## src/rtl/muldiv_ctrl.sv

```systemverilog
`default_nettype none
// +--------------------------------------------------------------------------+
// | Module      : muldiv_ctrl                                                |
// | Description : Sequences MULT/MULTU/DIV/DIVU between the EX stage and the  |
// |               multiplier/divider. It latches operands, pulses the unit   |
// |               enable, stalls EX until data_ok, commits HI/LO, and drains |
// |               an in-flight unit after a flush. It also performs MTHI/MTLO.|
// | Revision    : 1.0 - initial release                                      |
// +--------------------------------------------------------------------------+
module muldiv_ctrl (
  input  logic        clk,
  input  logic        rst,
  input  logic        op_valid,
  input  logic [2:0]  op,
  input  logic [31:0] src_a,
  input  logic [31:0] src_b,
  input  logic        flush,
  input  logic        ex_hold,
  output logic        stall,
  output logic        mul_en,
  output logic        mul_sign,
  output logic [31:0] mul_a,
  output logic [31:0] mul_b,
  input  logic        mul_ok,
  input  logic [63:0] mul_result,
  output logic        div_en,
  output logic        div_sign,
  output logic [31:0] div_a,
  output logic [31:0] div_b,
  input  logic        div_ok,
  input  logic [63:0] div_result,
  output logic [31:0] hi,
  output logic [31:0] lo
);

  localparam logic [2:0] c_op_mult  = 3'b001;
  localparam logic [2:0] c_op_multu = 3'b010;
  localparam logic [2:0] c_op_div   = 3'b011;
  localparam logic [2:0] c_op_divu  = 3'b100;
  localparam logic [2:0] c_op_mthi  = 3'b101;
  localparam logic [2:0] c_op_mtlo  = 3'b110;

  // Unit selector carried through LAUNCH/WAIT/DRAIN: 0 = multiplier, 1 = divider.
  localparam logic c_unit_mul = 1'b0;
  localparam logic c_unit_div = 1'b1;

  typedef enum logic [2:0] {
    S_IDLE   = 3'd0,
    S_LAUNCH = 3'd1,
    S_WAIT   = 3'd2,
    S_DONE   = 3'd3,
    S_DRAIN  = 3'd4
  } state_t;

  state_t      r_state;
  state_t      w_next_state;
  logic        r_unit;
  logic        w_next_unit;
  logic        w_accept;
  logic        w_commit;

  logic        w_is_md;
  logic        w_is_mul_op;
  logic        w_mthi;
  logic        w_mtlo;
  logic        w_ok;
  logic [63:0] w_result;

  assign w_is_md     = op_valid && (op >= c_op_mult) && (op <= c_op_divu);
  assign w_is_mul_op = (op == c_op_mult) || (op == c_op_multu);
  assign w_mthi      = op_valid && !flush && (op == c_op_mthi);
  assign w_mtlo      = op_valid && !flush && (op == c_op_mtlo);

  // The controller only ever listens to the unit it launched.
  assign w_ok     = (r_unit == c_unit_div) ? div_ok : mul_ok;
  assign w_result = (r_unit == c_unit_div) ? div_result : mul_result;

  // State and unit-select register.
  always_ff @(posedge clk) begin
    if (rst) begin
      r_state <= S_IDLE;
      r_unit  <= c_unit_mul;
    end else begin
      r_state <= w_next_state;
      r_unit  <= w_next_unit;
    end
  end

  // Next-state, stall and launch-pulse decode; flush never leaves stall high.
  always_comb begin
    w_next_state = r_state;
    w_next_unit  = r_unit;
    stall        = 1'b0;
    mul_en       = 1'b0;
    div_en       = 1'b0;
    w_accept     = 1'b0;
    w_commit     = 1'b0;
    case (r_state)
      S_IDLE: begin
        if (w_is_md && !flush) begin
          w_accept     = 1'b1;
          stall        = 1'b1;
          w_next_unit  = w_is_mul_op ? c_unit_mul : c_unit_div;
          w_next_state = S_LAUNCH;
        end
      end
      S_LAUNCH: begin
        if (flush) begin
          // Enable suppressed, so nothing is in flight.
          w_next_state = S_IDLE;
        end else begin
          stall        = 1'b1;
          mul_en       = (r_unit == c_unit_mul);
          div_en       = (r_unit == c_unit_div);
          w_next_state = S_WAIT;
        end
      end
      S_WAIT: begin
        if (w_ok) begin
          if (!flush) begin
            w_commit     = 1'b1;
            w_next_state = ex_hold ? S_DONE : S_IDLE;
          end else begin
            w_next_state = S_IDLE;
          end
        end else if (flush) begin
          w_next_state = S_DRAIN;
        end else begin
          stall = 1'b1;
        end
      end
      S_DONE: begin
        // Same EX instruction still present while held: never relaunch it.
        if (!ex_hold) begin
          w_next_state = S_IDLE;
        end
      end
      S_DRAIN: begin
        // Hold off a new op until the killed one has left the unit.
        stall = w_is_md && !flush;
        if (w_ok) begin
          w_next_state = S_IDLE;
        end
      end
      default: begin
        w_next_state = S_IDLE;
      end
    endcase
  end

  // Operand registers change only on an accept, so the unit sees stable inputs.
  always_ff @(posedge clk) begin
    if (rst) begin
      mul_a    <= 32'd0;
      mul_b    <= 32'd0;
      mul_sign <= 1'b0;
      div_a    <= 32'd0;
      div_b    <= 32'd0;
      div_sign <= 1'b0;
    end else if (w_accept) begin
      if (w_is_mul_op) begin
        mul_a    <= src_a;
        mul_b    <= src_b;
        mul_sign <= (op == c_op_mult);
      end else begin
        div_a    <= src_a;
        div_b    <= src_b;
        div_sign <= (op == c_op_div);
      end
    end
  end

  // Architectural HI/LO: unit commit plus MTHI/MTLO writes in any state.
  always_ff @(posedge clk) begin
    if (rst) begin
      hi <= 32'd0;
      lo <= 32'd0;
    end else begin
      if (w_commit) begin
        hi <= w_result[63:32];
        lo <= w_result[31:0];
      end
      if (w_mthi) begin
        hi <= src_a;
      end
      if (w_mtlo) begin
        lo <= src_a;
      end
    end
  end

endmodule
`default_nettype wire

```

## config.mk

```make
export PLATFORM = sky130hd
export DESIGN_NAME = muldiv_ctrl
export DESIGN_NICKNAME = d
export VERILOG_FILES = /design/src/rtl/muldiv_ctrl.sv
export SDC_FILE = /design/constraint.sdc
export NUM_CORES = 1
export LEC_CHECK = 0
export BUFFER_PORTS_ARGS = -buffer_cell sky130_fd_sc_hd__buf_2
export CAP_MARGIN = 0
export CORE_AREA = 2 2 154 156
export CTS_BUF_LIST = sky130_fd_sc_hd__clkbuf_2 sky130_fd_sc_hd__clkbuf_4 sky130_fd_sc_hd__clkbuf_8
export CTS_CLUSTER_DIAMETER = 120
export CTS_CLUSTER_SIZE = 8
export DETAILED_ROUTE_END_ITERATION = 16
export DIE_AREA = 0 0 156 158
export PLACE_DENSITY = 0.66
export SLEW_MARGIN = 20
export SYNTH_ARGS = -nofsm -noshare
export SYNTH_HDL_FRONTEND = slang
export SYNTH_SLANG_ARGS = --single-unit
```

## constraint.sdc

```tcl
create_clock -name clk -period 2.6 [get_ports clk]
set_input_delay 0.26 -clock clk [delete_from_list [all_inputs] [get_ports clk]]
set_output_delay 0.26 -clock clk [all_outputs]
set_load 0.01 [all_outputs]
```

==> key figures <==
Layout
  • Area delta synth->final: 31.30%
  • Final net count: 1470
  • Share of layout cells above drive strength 1: 41.30%
  • Post-Layout Cell Count: 1571
  • Fill cells: 2214
  • Antenna Cells: 0

Job
  • Number of max-cap violations: 0

Detailed routing
  • Antenna viol nets, final: 0
  • Detailed router's first-iteration violation count: 487
  • Highest routing layer actually used: met4
  • Drt pass-1 iters: 6
  • DRT met1 WL: 12010 um
  • Post-route DRC violation count: 0
  • Wire length per cell: 18.01 um
  • Met2 wire length: 13810 um
  • Vias/cell: 5.365
  • Final wirelength: 28290 um
  • Vias: 8428
  • Metal3 WL: 1941 um

Floorplan
  • Die H: 158 um
  • Row Count: 56
  • Initial Util: 37.09%
  • Die area: 24650 um^2
  • Core ar.: 23050 um^2
  • Die W: 156 um
  • IO Pins: 399

Place
  • Inst Count DP: 1539
  • Hpwl dp: 19360 um
  • Placer Congestion: 0.8114
  • Port Buffers: 398

CTS
  • Postcts setup bufs: 0
  • CTS tree: yes
  • Clock root cell: clkbuf_8
  • Reg clk slew, reported paths: 0.12 ns
  • Cts bufs inserted: 17
  • CTS Hold Buffers Added: 0
  • CTS Sinks: 198
  • Clock Latency Late Sink: 0.47 ns
  • Gates resized, CTS repair: 0
  • H-tree levels: 4
  • Clk buf depth: 2

Timing
  • Tcrit/Tclk final: 88.21%
  • Minimum clock period: 2.293 ns
  • RSZ-0062 raised after global routing: no
  • Setup Total Neg Slack: 0 ns
  • Final setup vio count: 0
  • Final Hold Vio Count: 0
  • Max Clk Rate: 436.0 MHz
  • Max-slew headroom: 35.89%
  • Clk_skew: 0.02383 ns
  • Worst Tran Pin Value: 0.9590 ns
  • Slew Viols, Final: 0

Yosys
  • Area fraction of the dominant cell type after synthesis: 46.36%
  • Syn Inst Count: 927
  • Register area share after synthesis: 46.36%
  • Synth cell types: 30
  • Post-synthesis register bit count: 198
  • Commonest cells in the netlist: dfxtp_1 (198), a21oi_1 (133), o21ai_0 (133)
  • Most instantiated library cell after synthesis: dfxtp_1
  • Largest area contributor in the netlist: dfxtp_1
  • Post-synthesis area per instance: 9.224 um^2
  • Yosys Warn Count: 0
  • Async set-reset flop share out of synthesis: 0%
  • Post-synth EDFFs: 0
  • Syn nets: 1129
  • Synth Flop Type: dfxtp_1
  • Ranking of synthesized cells by area: dfxtp_1 (46%), mux2_2 (8.6%), mux2i_1 (7.8%), a21oi_1 (7.8%), o21ai_0 (7.8%)
  • Syn Std Cell Area: 8551 um^2

Setup path
  • Crit path buffers/inverters: 1
  • Delay-heaviest family, CP: multiplexers
  • Startpoint types: register
  • Max Fanout on Critical Path: 3
  • Crit-path slowest cell: mux2_2
  • Crit path kind: register to output pin
  • Arrival @ worst endpoint: 2.03 ns
  • Worst EP required: 2.34 ns
  • Max stage delay on crit path: 0.37 ns
  • Critical Path End Type: output pin
  • CP cell instances: mux2_2 -> nor2_1 -> mux2i_1 -> o32ai_1 -> buf_2

Global route
  • Largest net degree at the start of global routing: 129
  • Initial antenna violation count: 0
  • Total track usage: 22.18%
  • Overflow after GRT: 0
  • First-pass GRT wire length: 43380 um
  • Vias in the first global route: 7944

Min path
  • Worst min path class: input port to register

Pwr
  • Leak: 4.649 nW
  • Worst vdd ir: 0.3913 mV
  • PwrDens: 526.9 nW/um^2

Outcome
  • Status: completed
[stage by stage]
step	worst slack (ns)	util (%)	hold WS (ns)	power [mW]	instance area, um^2
2_1_floorplan	0.6970	-	0.4077	3.621	8551
3_3_place_gp	0.3522	47.05	0.4395	4.001	10850
3_5_place_dp	0.2765	47.05	0.4416	4.009	10850
4_1_cts	0.2150	48.70	0.0002359	5.980	11230
5_1_grt	0.1500	48.70	0.01653	6.194	11230
6_report	0.3065	48.70	0.04346	5.916	11230
[worst reg2reg max path: stages (launching register included)]
cell and delay [ns]:
dfxtp_1 0.38, or3b_1 0.48, a2111o_2 0.66, buf_4 0.30
o21ai_0 0.23, a21oi_1 0.09
[cell usage in the layout, fill, tap and decap left out, types with 4 or more instances in the layout]
cell       count
dfxtp_1      197
clkbuf_8      17
buf_2        397
o2bb2ai_1     64
nand2_1        4
o21ai_0      133
inv_6          7
nand3_1      129
mux2_2        65
mux2i_1       67
a21oi_1      132
buf_4         17
nor2_1         7
buf_12         7
[state kept, by name, summed over array words and instances (netlist names)]
name and flops:
mul_b 32, hi 32, div_a 32, div_b 32
div_sign 1, r_state 3, r_unit 1, mul_sign 1
lo 32, mul_a 32
[final timing paths]
| path | from | end | slack [ns] | cells after the start |
|---|---|---|---|---|
| setup / recovery | r_unit | stall | 0.31 | 5 |
| hold / removal | src_b[16] | div_b[16] | 0.04 | 3 |
| hold reg to reg | lo[10] | lo[10] | 0.47 | 1 |
| setup reg to reg | r_state[1] | div_a[17] | 0.35 | 5 |
[metal layers]
metal | vias to the layer above | track usage (%)
met3 | 36 | 5.092
met1 | 3991 | 27.65
met5 | - | 0
li1 | 4083 | -
met2 | 318 | 38.37
met4 | 0 | 6.422
[report_power, final]
part / internal [mW] / total [mW] / switching, mW
sequential: 3.09 / 3.13 / 0.0326
combinational: 0.347 / 0.811 / 0.464
clock: 0.741 / 1.98 / 1.24
[cell type report]
type	instances	area (um^2)	share of cell area (%)
tap	290	362.8	3.232
multi-input combinational	627	4249	37.85
clock inverter	13	132.6	1.181
sequential	198	3968	35.34
inverter	3	11.26	0.1003
clock buffer	19	249.0	2.218
timing repair buffer	421	2255	20.08
[cell families (layout without fill, tap and decap cells)]
| family | count (synthesis) | after routing | share of synthesized area, % |
|---|---|---|---|
| compound gates | 340 | 340 | 23.28 |
| simple gates | 155 | 155 | 9.219 |
| mux | 132 | 132 | 16.40 |
| flops | 198 | 198 | 46.36 |
| buf+inv | 102 | 456 | 4.741 |
No activity file was read; power rests on OpenSTA's default activity.
